**src/rtl/relu_wb_pkg.sv**
```systemverilog
// Shared constants and FSM state type for the ReLU writeback controller.
package relu_wb_pkg;

  localparam int unsigned LANES      = 8;
  localparam int unsigned BYTE_W     = 8;
  localparam int unsigned HALFWORD_W = 16;
  localparam int unsigned WORD_W     = LANES * BYTE_W;

  typedef enum logic [1:0] {
    ST_IDLE  = 2'd0,
    ST_RUN   = 2'd1,
    ST_DRAIN = 2'd2,
    ST_DONE  = 2'd3
  } wb_state_e;

endpackage

```
**src/rtl/relu_wb_fifo.sv**
```systemverilog
// Synchronous writeback FIFO; count/full/empty are registered, head is a
// read of the storage array masked to zero while empty.
module relu_wb_fifo
  import relu_wb_pkg::*;
#(
  parameter int unsigned DEPTH = 4,
  parameter int unsigned W     = WORD_W
) (
  input  logic                     clk_cal,
  input  logic                     rst_cal,
  input  logic                     push,
  input  logic [W-1:0]             wdata,
  input  logic                     pop,
  output logic [W-1:0]             head_c,
  output logic                     full,
  output logic                     empty,
  output logic [$clog2(DEPTH):0]   count
);

  localparam int unsigned PTR_W = $clog2(DEPTH);
  localparam int unsigned CNT_W = PTR_W + 1;

  logic [W-1:0]     mem [DEPTH];
  logic [PTR_W-1:0] wr_ptr;
  logic [PTR_W-1:0] rd_ptr;
  logic             do_push;
  logic             do_pop;
  logic [CNT_W-1:0] cnt_nxt;

  // Qualify requests and compute the next occupancy.
  always_comb begin
    do_pop  = pop && !empty;
    do_push = push && (!full || do_pop);
    cnt_nxt = count;
    if (do_push && !do_pop) begin
      cnt_nxt = count + CNT_W'(1);
    end else if (!do_push && do_pop) begin
      cnt_nxt = count - CNT_W'(1);
    end
  end

  // Pointers and occupancy flags.
  always_ff @(posedge clk_cal) begin
    if (rst_cal) begin
      wr_ptr <= '0;
      rd_ptr <= '0;
      count  <= '0;
      empty  <= 1'b1;
      full   <= 1'b0;
    end else begin
      if (do_push) wr_ptr <= wr_ptr + PTR_W'(1);
      if (do_pop)  rd_ptr <= rd_ptr + PTR_W'(1);
      count <= cnt_nxt;
      empty <= (cnt_nxt == '0);
      full  <= (cnt_nxt == CNT_W'(DEPTH));
    end
  end

  // Storage array; contents need no reset since pointers define validity.
  always_ff @(posedge clk_cal) begin
    if (do_push) mem[wr_ptr] <= wdata;
  end

  assign head_c = empty ? '0 : mem[rd_ptr];

endmodule

```
**src/rtl/relu_wb_ctrl.sv**
```systemverilog
// Per-layer sequencer and SRAM writeback scheduler for the 8-lane ReLU bank.
// Optional write-stall performance counter enabled by RELU_WB_PERF_EN.
module relu_wb_ctrl
  import relu_wb_pkg::*;
#(
  parameter int unsigned ADDR_W     = 10,
  parameter int unsigned FIFO_DEPTH = 4,
  parameter int unsigned LANES      = relu_wb_pkg::LANES
) (
  input  logic                      clk_cal,
  input  logic                      rst_cal,
  input  logic                      start,
  input  logic [3:0]                nn_layer_cnt,
  input  logic [ADDR_W-1:0]         cfg_base_addr,
  input  logic [ADDR_W-1:0]         cfg_num_words,
  input  logic                      cfg_relu_max,
  output logic                      relu_max,
  input  logic [LANES*BYTE_W-1:0]   relu_dout,
  input  logic [LANES-1:0]          relu_dout_vld,
  output logic                      acc_stall,
  output logic                      wr_en,
  output logic [ADDR_W-1:0]         wr_addr,
  output logic [LANES*BYTE_W-1:0]   wr_data,
  input  logic                      wr_ready,
  output logic                      busy,
  output logic                      done,
  output logic [3:0]                layer_id,
  output logic                      err_lane,
  output logic                      err_ovf,
  output logic [HALFWORD_W-1:0]     perf_stall_cnt
);

  localparam int unsigned CNT_W = $clog2(FIFO_DEPTH) + 1;
  localparam int unsigned DW    = LANES * BYTE_W;

  wb_state_e         state;
  wb_state_e         state_nxt;
  logic [ADDR_W-1:0] num_words;
  logic [ADDR_W-1:0] acc_cnt;
  logic              cfg_load;
  logic              push;
  logic              pop;
  logic              acc_inc;
  logic              lane_err_set;
  logic              ovf_set;
  logic              fifo_full;
  logic              fifo_empty;
  logic [CNT_W-1:0]  fifo_cnt;
  logic [CNT_W-1:0]  fifo_cnt_nxt;
  logic [DW-1:0]     fifo_head_c;
  logic              vld_all;
  logic              vld_none;

  assign vld_all  = &relu_dout_vld;
  assign vld_none = ~|relu_dout_vld;
  assign pop      = ~fifo_empty & wr_ready;
  assign wr_en    = ~fifo_empty;
  assign wr_data  = fifo_head_c;

  relu_wb_fifo #(
    .DEPTH (FIFO_DEPTH),
    .W     (DW)
  ) u_fifo (
    .clk_cal (clk_cal),
    .rst_cal (rst_cal),
    .push    (push),
    .wdata   (relu_dout),
    .pop     (pop),
    .head_c  (fifo_head_c),
    .full    (fifo_full),
    .empty   (fifo_empty),
    .count   (fifo_cnt)
  );

  // State register.
  always_ff @(posedge clk_cal) begin
    if (rst_cal) state <= ST_IDLE;
    else         state <= state_nxt;
  end

  // Next-state and per-cycle control decode.
  always_comb begin
    state_nxt    = state;
    cfg_load     = 1'b0;
    push         = 1'b0;
    acc_inc      = 1'b0;
    lane_err_set = 1'b0;
    ovf_set      = 1'b0;
    case (state)
      ST_IDLE: begin
        if (start) begin
          cfg_load  = 1'b1;
          state_nxt = (cfg_num_words == '0) ? ST_DONE : ST_RUN;
        end
      end
      ST_RUN: begin
        if (vld_all) begin
          // A dropped word still counts so the layer always terminates.
          acc_inc = 1'b1;
          if (!fifo_full || pop) push = 1'b1;
          else                   ovf_set = 1'b1;
          if (acc_cnt + ADDR_W'(1) == num_words) state_nxt = ST_DRAIN;
        end else if (!vld_none) begin
          lane_err_set = 1'b1;
        end
      end
      ST_DRAIN: begin
        if (fifo_empty) state_nxt = ST_DONE;
      end
      ST_DONE: begin
        state_nxt = ST_IDLE;
      end
      default: begin
        state_nxt = ST_IDLE;
      end
    endcase
  end

  // Occupancy after this edge, used to register the stall output.
  always_comb begin
    fifo_cnt_nxt = fifo_cnt;
    if (push && !pop)      fifo_cnt_nxt = fifo_cnt + CNT_W'(1);
    else if (!push && pop) fifo_cnt_nxt = fifo_cnt - CNT_W'(1);
  end

  // Layer configuration, counters, sticky flags and registered status.
  always_ff @(posedge clk_cal) begin
    if (rst_cal) begin
      num_words <= '0;
      acc_cnt   <= '0;
      wr_addr   <= '0;
      relu_max  <= 1'b0;
      layer_id  <= '0;
      err_lane  <= 1'b0;
      err_ovf   <= 1'b0;
      busy      <= 1'b0;
      done      <= 1'b0;
      acc_stall <= 1'b0;
    end else begin
      if (cfg_load) begin
        num_words <= cfg_num_words;
        acc_cnt   <= '0;
        wr_addr   <= cfg_base_addr;
        relu_max  <= cfg_relu_max;
        layer_id  <= nn_layer_cnt;
        err_lane  <= 1'b0;
        err_ovf   <= 1'b0;
      end else begin
        if (acc_inc)      acc_cnt  <= acc_cnt + ADDR_W'(1);
        if (pop)          wr_addr  <= wr_addr + ADDR_W'(1);
        if (lane_err_set) err_lane <= 1'b1;
        if (ovf_set)      err_ovf  <= 1'b1;
      end
      busy      <= (state_nxt == ST_RUN) || (state_nxt == ST_DRAIN);
      done      <= (state_nxt == ST_DONE);
      acc_stall <= (state_nxt == ST_RUN) &&
                   (fifo_cnt_nxt >= CNT_W'(FIFO_DEPTH - 1));
    end
  end

`ifdef RELU_WB_PERF_EN
  logic [HALFWORD_W-1:0] perf_q;

  // Saturating count of cycles where a pending write is refused.
  always_ff @(posedge clk_cal) begin
    if (rst_cal) begin
      perf_q <= '0;
    end else if (cfg_load) begin
      perf_q <= '0;
    end else if (((state == ST_RUN) || (state == ST_DRAIN)) && wr_en && !wr_ready &&
                 (perf_q != {HALFWORD_W{1'b1}})) begin
      perf_q <= perf_q + HALFWORD_W'(1);
    end
  end

  assign perf_stall_cnt = perf_q;
`else
  assign perf_stall_cnt = '0;
`endif

endmodule

```
**config.mk**
```make
export PLATFORM = sky130hd
export DESIGN_NAME = relu_wb_ctrl
export DESIGN_NICKNAME = d
export VERILOG_FILES = /design/src/rtl/relu_wb_pkg.sv /design/src/rtl/relu_wb_fifo.sv /design/src/rtl/relu_wb_ctrl.sv
export SDC_FILE = /design/constraint.sdc
export NUM_CORES = 1
export LEC_CHECK = 0
export ABC_CLOCK_PERIOD_IN_PS = 4950
export BUFFER_PORTS_ARGS = -buffer_cell sky130_fd_sc_hd__buf_2
export CAP_MARGIN = 20
export CORE_MARGIN = 2
export CORE_UTILIZATION = 40
export CTS_CLUSTER_DIAMETER = 30
export DETAILED_ROUTE_END_ITERATION = 7
export GPL_ROUTABILITY_DRIVEN = 1
export PLACE_DENSITY = 0.64
export SYNTH_ARGS = -nofsm -noshare
export SYNTH_HDL_FRONTEND = slang
export SYNTH_SLANG_ARGS = --single-unit
```
**constraint.sdc**
```tcl
create_clock -name clk_cal -period 4.95 [get_ports clk_cal]
set_input_delay 0.99 -clock clk_cal [delete_from_list [all_inputs] [get_ports clk_cal]]
set_output_delay 0.99 -clock clk_cal [all_outputs]
set_load 0.02 [all_outputs]
```
==> results of run 1 <==
[routing by layer]
| layer | vias to the layer above | share of wire [%] |
|---|---|---|
| li1 | 3284 | - |
| met3 | 37 | 7.0 |
| met2 | 233 | 48 |
| met4 | 4 | 1.6 |
| met5 | - | 0.055 |
| met1 | 3495 | 43 |
[power breakdown]
group	internal, mW	leakage (nW)	switching, mW	total, mW
sequential	2.86	2.73	0.0868	2.95
combinational	0.453	1.97	0.614	1.07
clock	2.95	1.06	1.32	4.28
[synthesized netlist by cell type (2+ instances only)]
cell type  count
edfxtp_1     256
and2_1        71
mux4_2        64
dfxtp_1       53
nand2_1       46
nor2_1        45
clkbuf_1      26
a21oi_1       22
xor2_1        17
buf_4         16
xnor2_1       15
a211oi_1      11
ha_1           9
nand4_1        9
nand3_1        8
nor4_1         8
buf_2          7
inv_1          7
a31oi_1        5
nor3_1         5
o21ai_0        5
and3_1         4
nor2b_1        4
nor3b_1        4
a22oi_2        2
buf_1          2
mux2i_1        2
nor3_4         2
o21a_1         2
or3_1          2
[placed cells by master, fill, tap and decap left out, drive strengths merged, types with 2 or more instances in the layout]
| cell type | netlist | layout |
|---|---|---|
| xnor2 | 16 | 16 |
| nor3b | 5 | 5 |
| nand2b | 2 | 2 |
| or3 | 2 | 2 |
| a31oi | 5 | 5 |
| bufinv | 0 | 14 |
| nor2b | 4 | 4 |
| a22oi | 2 | 2 |
| clkbuf | 26 | 67 |
| edfxtp | 256 | 256 |
| mux4 | 64 | 64 |
| nor3 | 7 | 7 |
| and3 | 4 | 4 |
| buf | 26 | 191 |
| a21oi | 22 | 22 |
| nand3 | 8 | 8 |
| nand4 | 9 | 9 |
| conb | 1 | 16 |
| and2 | 71 | 71 |
| clkinvlp | 0 | 3 |
| nor2 | 46 | 46 |
| o21a | 2 | 2 |
| inv | 7 | 17 |
| clkinv | 0 | 18 |
| a211oi | 11 | 11 |
| o21ai | 5 | 5 |
| mux2i | 2 | 2 |
| nand2 | 46 | 46 |
| diode | 0 | 3 |
| nor4 | 8 | 8 |
| ha | 9 | 9 |
| dfxtp | 53 | 53 |
| xor2 | 17 | 17 |
[sequential cells by signal, summed over array words and instances, names as in the netlist, 2 cells and up, named ones only]
register       cells
wr_addr           10
num_words         10
u_fifo.wr_ptr      2
layer_id           4
u_fifo.count       3
u_fifo.rd_ptr      2
acc_cnt           10
state              2
u_fifo.mem       256
[final timing paths]
| kind | cells past startpoint | start | end |
|---|---|---|---|
| max | 4 | flop | wr_data[61] |
| min | 2 | layer_id[2] | layer_id[2] |
| max reg2reg | 5 | state[0] | u_fifo.mem[0][15] |
| min reg2reg | 2 | layer_id[2] | layer_id[2] |
[critical path, stage by stage (launching register included)]
cell and delay, ns:
dfxtp_4 0.73, buf_12 0.37, mux4_2 0.60, and2_1 0.19, buf_2 0.16
[logic make-up (layout without fill, tap and decap cells)]
kind of cell / after synthesis / in the layout / synth area share [%]
compound gates: 55 / 55 / 2.878
xor+xnor: 33 / 33 / 2.385
fa+ha+maj: 9 / 9 / 0.9056
buf+inv: 59 / 310 / 2.395
flops: 309 / 309 / 70.36
mux: 67 / 67 / 11.84
other cells: 1 / 19 / 0.03016
simple gates: 215 / 215 / 9.207
[layout make-up]
type / count / area (µm²)
Clock inverter: 45 / 673.1
Tap cell: 396 / 495.5
Multi-Input combinational cell: 395 / 3455
Antenna cell: 3 / 7.507
Clock buffer: 67 / 1516
Inverter: 7 / 26.28
Sequential cell: 309 / 8756
Fill cell: 2522 / 14660
Timing Repair Buffer: 191 / 996.0
==> results.toml, run 1 <==
[status]
status = "complete, no violations"

[synth]
ys_types = 49
synth-async-reset-ratio_pct = 0
ys_warn_count = 0
ys_seq_area_share_pct = 70.36
ys_ff_latch = 309
yosysTopAreaCellShare_pct = 61.82
ys_dominant_reg_cell = "edfxtp_1"
synth_area_leader_cell = "edfxtp_1"
synth_edf_count = 256
postSynthCellCount = 748
syn_avg_cell_area_um2 = 16.62
synth_area_mm2 = 0.01243
yosys-top-cells-area = "edfxtp_1 (62%), mux4_2 (12%), dfxtp_1 (8.5%)"

[final_layout]
final_util_pct = 52.06
fin_area_mm2 = 0.01593
drive_above_1_share_pct = 36.79
stdcell_count = 1413
fin_nets = 1073
area_growth_pct = 28.07

[sta]
setup_viol = 0
hold_viol_final = 0
setup_ws_ns = 1.345
finalCritPeriodShare_pct = 72.82
max-slew-margin-rel_pct = 34.61
drv_slew = 0
hold_ws_ns = 0.4537
clock_skew_ns = 0.02283
worst_pin_slew_ns = 0.9808
rsz0062_at_grt = "false"
fmaxAchievable_mhz = 277.4
setup_tns_ns = 0
layout_min_cycle_time_ns = 3.605

[global_route]
grt_max_degree = 66
grt-ovfl-total = 0
met3_usage_pct = 4.406
grt_util_all_layers_pct = 15.69
grt_busiest_layer = "met2"
antenna_found_initial = 5
use_met2_pct = 25.85
grt_pass1_vias = 7394
globalRouteMet1Util_pct = 20.42
grt_pass1_wl_mm = 40.32

[setup_path]
crit_path_end_kind = "primary output"
critPathArrivalTime_ns = 2.61
path_max_fanout = 37
required_ns = 3.96
start_kind = "flop"
r2r_slack_ns = 2.01
timing_worst_setup_path_type = "flop to primary output"

[clocking]
clockBufferDepth = 3
cts_setup_buffers = 0
ctsHoldBuffers = 0
cts_tree = "built"
clk_latency_ns = 0.57
clk_pin_slew_ns = 0.05
cts_resized = 0
numCtsBuffers = 59
htreeDepth = 2
clock-sinks = 309
cts_root_buffer = "clkbuf_16"

[place]
dp.cells = 1298
dp_hpwl_mm = 15.41
gp_congestion = 0.7701
dp_slack_ns = 1.220
port_buffers = 185
placed_cell_area_mm2 = 0.01373

[routing]
vias_per_cell = 4.992
routed_wirelength_mm = 25.49
via_count = 7053
drt_iter0_drc = 435
wl_per_cell_um = 18.04
first_pass_iters = 6
drc = 0
ant_nets = 0

[job]
maxCapViolations = 0

[floorplan]
dieArea_mm2 = 0.03251
die_x_um = 180.3
start_util_pct = 40.65
rows = 64
num_io_pins = 202
core_area_mm2 = 0.03059
die_h_um = 180.3

[power]
total_power_mw = 8.287
power_density_mw_per_mm2 = 520.4
leakage_nw = 5.757
vdd_drop_max_v = 0.0003232

[worst_hold_path]
min_path_type = "flop to flop"
Note: power is estimated with default switching activity, not from simulation.
==> inputs of run 2 (changes only) <==
--- a/config.mk
+++ b/config.mk
@@ -5,7 +5,7 @@
 export SDC_FILE = /design/constraint.sdc
 export NUM_CORES = 1
 export LEC_CHECK = 0
-export ABC_CLOCK_PERIOD_IN_PS = 4950
+export ABC_CLOCK_PERIOD_IN_PS = 3300
 export BUFFER_PORTS_ARGS = -buffer_cell sky130_fd_sc_hd__buf_2
 export CAP_MARGIN = 20
 export CORE_MARGIN = 2
@@ -13,7 +13,7 @@
 export CTS_CLUSTER_DIAMETER = 30
 export DETAILED_ROUTE_END_ITERATION = 7
 export GPL_ROUTABILITY_DRIVEN = 1
-export PLACE_DENSITY = 0.64
+export PLACE_DENSITY = 0.66
 export SYNTH_ARGS = -nofsm -noshare
 export SYNTH_HDL_FRONTEND = slang
 export SYNTH_SLANG_ARGS = --single-unit
==> constraint.sdc (replaced) <==
create_clock -name clk_cal -period 3.3 [get_ports clk_cal]
set_input_delay 0.66 -clock clk_cal [delete_from_list [all_inputs] [get_ports clk_cal]]
set_output_delay 0.66 -clock clk_cal [all_outputs]
set_load 0.02 [all_outputs]
==> run 2 against run 1 <==
Clock power is 35% higher. Register-to-register slack got worse by 1.2 ns. Core utilization down 0.10 points. Die area did not move. Flip-flop and latch count unchanged. Worst setup slack lost 1.0 ns. Worst hold slack got worse by 0.14 ns. First-iteration DRC count up 1.8%. Sequential share of layout area increased by 0.11 points. Critical path type unchanged. Critical endpoint is now wr_data[39]. Largest cell class unchanged.
==> results.toml, run 2 (synthesized netlist as in run 1, its figures left out) <==
[sta]
setup_tns_ns = 0
max-slew-margin-rel_pct = 51.90
setup_ws_ns = 0.3172
setup_viol = 0
clock_skew_ns = 0.01510
finalCritPeriodShare_pct = 90.39
worst_pin_slew_ns = 0.7215
layout_min_cycle_time_ns = 2.983
hold_viol_final = 0
fmaxAchievable_mhz = 335.3
drv_slew = 0
rsz0062_at_grt = "false"

[setup_path]
path_max_fanout = 14
r2r_slack_ns = 0.80
crit_path_end_kind = "primary output"
start_kind = "flop"
timing_worst_setup_path_type = "flop to primary output"
required_ns = 2.64
critPathArrivalTime_ns = 2.32

[place]
placed_cell_area_mm2 = 0.01393
dp_hpwl_mm = 15.71
dp_slack_ns = 0.6326
port_buffers = 185
gp_congestion = 0.7596

[routing]
ant_nets = 0
vias_per_cell = 5.018
first_pass_iters = 5
drt_iter0_drc = 443
wl_per_cell_um = 18.20
drc = 0
routed_wirelength_mm = 25.77
via_count = 7106

[clocking]
numCtsBuffers = 57
ctsHoldBuffers = 0
clk_pin_slew_ns = 0.06
cts_setup_buffers = 0
clk_latency_ns = 0.56
clock-sinks = 309
clockBufferDepth = 3
cts_tree = "built"
cts_root_buffer = "clkbuf_16"
cts_resized = 0
htreeDepth = 2

[global_route]
antenna_found_initial = 0
grt_util_all_layers_pct = 15.96
use_met2_pct = 25.21
grt-ovfl-total = 0
met3_usage_pct = 3.840
globalRouteMet1Util_pct = 22.12
grt_pass1_vias = 7346
grt_busiest_layer = "met2"
grt_pass1_wl_mm = 41.08
grt_max_degree = 66

[floorplan]
start_util_pct = 40.65
core_area_mm2 = 0.03059
dieArea_mm2 = 0.03251
die_x_um = 180.3
rows = 64
die_h_um = 180.3
num_io_pins = 202

[power]
power_density_mw_per_mm2 = 743.5
p_int_mw = 8.780
vdd_drop_max_v = 0.0006191
clkPwrFrac_pct = 48.9
switching_power_mw = 3.038
combPwrFrac_pct = 14.0
leakage_nw = 5.717
seqPwrFrac_pct = 37.1
switching_share_pct = 25.71

[final_layout]
final_common_cell = "edfxtp_1"
largest_reg_flops = 256
fin_area_mm2 = 0.01589
n_fill_cell = 2555
multi_input_area_mm2 = 0.003455
final_util_pct = 51.96
fin_nets = 1083
area_growth_pct = 27.82
num_antenna_cells = 0
regArea_mm2 = 0.008756
drive_above_1_share_pct = 37.45
largest-register = "u_fifo.mem"
layout_common_cells = "edfxtp_1 (256), buf_2 (185), and2_1 (67), mux4_2 (64), clkbuf_16 (58)"

[status]
status = "complete, no violations"

[worst_hold_path]
min_path_type = "input port to flop"

[job]
maxCapViolations = 0
run 2: through the flow:
stage                     power, mW  hold slack [ns]  instances
final                         11.82           0.3177       1416
after global routing          12.30           0.2941       1416
after global placement        6.139           0.4400       1310
after floorplan               5.573           0.4478        763
after CTS                     11.97           0.2879       1416
after detailed placement      6.139           0.4472       1310
run 2: area by class of cell:
| type | instances | area share, % |
|---|---|---|
| clock buffers | 61 | 9.203 |
| repair buffers | 203 | 7.542 |
| multi-input cells | 395 | 21.73 |
| inverters | 7 | 0.1653 |
| well taps | 396 | 3.117 |
| clock inverters | 45 | 3.149 |
| flip-flops and latches | 309 | 55.09 |
run 2: critical path, cell delays in order (launching register included):
cell and delay, ns:
dfxtp_4 0.54, buf_4 0.35, mux4_2 0.53, and2_1 0.19
buf_2 0.16
run 2: power by group through the flow:
stage                     registers [mW]  logic, mW  clock network (mW)
final                               4.38       1.66                5.78
after global routing                4.39       1.82                6.09
after CTS                           4.38       1.69                5.90
after detailed placement            4.45       1.68                   0
after global placement              4.46       1.68                   0
after floorplan                     4.43       1.14                   0
run 2: path summary, 6_finish.rpt:
kind                       endpoint  cells after the start          start
setup / recovery        wr_data[39]                      4           flop
hold / removal    u_fifo.mem[2][33]                      1  relu_dout[33]
setup reg to reg               busy                      8     acc_cnt[0]
hold reg to reg         layer_id[1]                      2    layer_id[1]
run 2: routing by layer:
| metal | share of wire, % | up-vias |
|---|---|---|
| li1 | - | 3302 |
| met1 | 45 | 3512 |
| met2 | 47 | 260 |
| met3 | 6.1 | 32 |
| met4 | 1.6 | 0 |
| met5 | 0 | - |
==> inputs of run 3 (changes only) <==
--- a/config.mk
+++ b/config.mk
@@ -14,6 +14,8 @@
 export DETAILED_ROUTE_END_ITERATION = 7
 export GPL_ROUTABILITY_DRIVEN = 1
 export PLACE_DENSITY = 0.66
+export SETUP_SLACK_MARGIN = 0.4
+export SKIP_CTS_REPAIR_TIMING = 1
 export SYNTH_ARGS = -nofsm -noshare
 export SYNTH_HDL_FRONTEND = slang
 export SYNTH_SLANG_ARGS = --single-unit
==> run 3 against run 2 <==
Core utilization up 0.19 points. Largest power group unchanged. Critical path depth unchanged. Via count up 0.25%. Total power up 0.32%.
==> results.toml, run 3 (synthesized netlist as in run 1, its figures left out) <==
[sta]
drv_slew = 0
finalCritPeriodShare_pct = 83.97
setup_viol = 0
clock_skew_ns = 0.01422
fmaxAchievable_mhz = 360.9
hold_ws_ns = 0.3173
hold_viol_final = 0
layout_min_cycle_time_ns = 2.771
setup_tns_ns = 0
setup_ws_ns = 0.5288
rsz0062_at_grt = "false"
max-slew-margin-rel_pct = 50.73
worst_pin_slew_ns = 0.7390

[final_layout]
area_growth_pct = 28.30
largest_reg_flops = 256
largest-register = "u_fifo.mem"
fin_nets = 1089
drive_above_1_share_pct = 37.82
final_util_pct = 52.15
fin_area_mm2 = 0.01595
stdcell_count = 1423
layout_common_cells = "edfxtp_1 (256), buf_2 (185), and2_1 (67), mux4_2 (64), clkbuf_16 (58)"
final_common_cell = "edfxtp_1"

[floorplan]
start_util_pct = 40.65
die_h_um = 180.3
dieArea_mm2 = 0.03251
core_area_mm2 = 0.03059
rows = 64
num_io_pins = 202
die_x_um = 180.3

[global_route]
grt_pass1_wl_mm = 41.08
grt-ovfl-total = 0
grt_util_all_layers_pct = 15.96
grt_pass1_vias = 7346
antenna_found_initial = 0
grt_max_degree = 66

[clocking]
cts_tree = "built"
clk_latency_ns = 0.56
clockBufferDepth = 3
clk_pin_slew_ns = 0.05
htreeDepth = 2
clock-sinks = 309
numCtsBuffers = 57
cts_root_buffer = "clkbuf_16"

[worst_hold_path]
min_path_type = "input port to flop"
min_to = "u_fifo.mem[0][56]"
whs_path_depth = 1
holdCritStartpoint = "relu_dout[56]"

[setup_path]
critPathArrivalTime_ns = 2.11
r2r_slack_ns = 0.80
path_max_fanout = 21
reg2reg_depth = 8
crit_path_end_kind = "primary output"
start_kind = "flop"
rr_endpoint = "busy"
timing_worst_setup_path_type = "flop to primary output"
required_ns = 2.64
r2r-start = "acc_cnt[0]"

[routing]
ant_nets = 0
vias_per_cell = 5.006
first_pass_iters = 6
drc = 0
drt_iter0_drc = 528
routed_wirelength_mm = 26.02
wl_per_cell_um = 18.28
via_count = 7124

[place]
dp.cells = 1310
port_buffers = 185
placed_cell_area_mm2 = 0.01393
gp_congestion = 0.7596
dp_hpwl_mm = 15.71
dp_slack_ns = 0.6326

[power]
total_power_mw = 11.86
power_density_mw_per_mm2 = 743.2
leakage_nw = 5.752
vdd_drop_max_v = 0.0006180

[job]
maxCapViolations = 0

[status]
status = "complete, no violations"
run 3: changes by cell type in the layout (fill, tap and decap cells not counted), sizes merged:
| cell | previous run | this run |
|---|---|---|
| buf | 203 | 209 |
| diode | 0 | 1 |
run 3: worst max path at each step:
stage | from | to | slack, ns
after global routing | flop | wr_data[40] | 0.43
after global placement | relu_dout_vld[6] | u_fifo.mem[1][27] | 0.63
final | flop | wr_data[2] | 0.53
after floorplan | relu_dout_vld[6] | u_fifo.mem[0][0] | 0.29
after CTS | flop | wr_data[46] | 0.23
after detailed placement | relu_dout_vld[6] | u_fifo.mem[1][27] | 0.63
run 3: final cells by class:
class                      count  area, µm²
sequential                   309       8756
clock inverter                45      500.5
fill                        2556      14640
timing repair buffer         209       1255
clock buffer                  61       1463
inverter                       7      26.28
multi-input combinational    395       3455
tap                          396      495.5
antenna                        1      2.502
run 3: power breakdown:
group	internal (mW)	leakage (nW)	switching, mW
clock	3.79	0.928	2.00
combinational	0.727	2.09	0.979
sequential	4.29	2.73	0.0751
total	8.80	5.75	3.05
run 3: worst max-delay path: stages (launching register included):
cell and delay, ns:
dfxtp_4 0.42, buf_12 0.23, mux4_2 0.52, and2_1 0.21, buf_2 0.17
run 3: routing by layer:
layer | vias to the layer above | track usage [%] | share of wire, %
met5 | - | 0 | 0
met4 | 0 | 4.710 | 1.6
met3 | 32 | 3.840 | 5.9
met2 | 241 | 25.21 | 47
met1 | 3537 | 22.12 | 46
li1 | 3314 | - | -
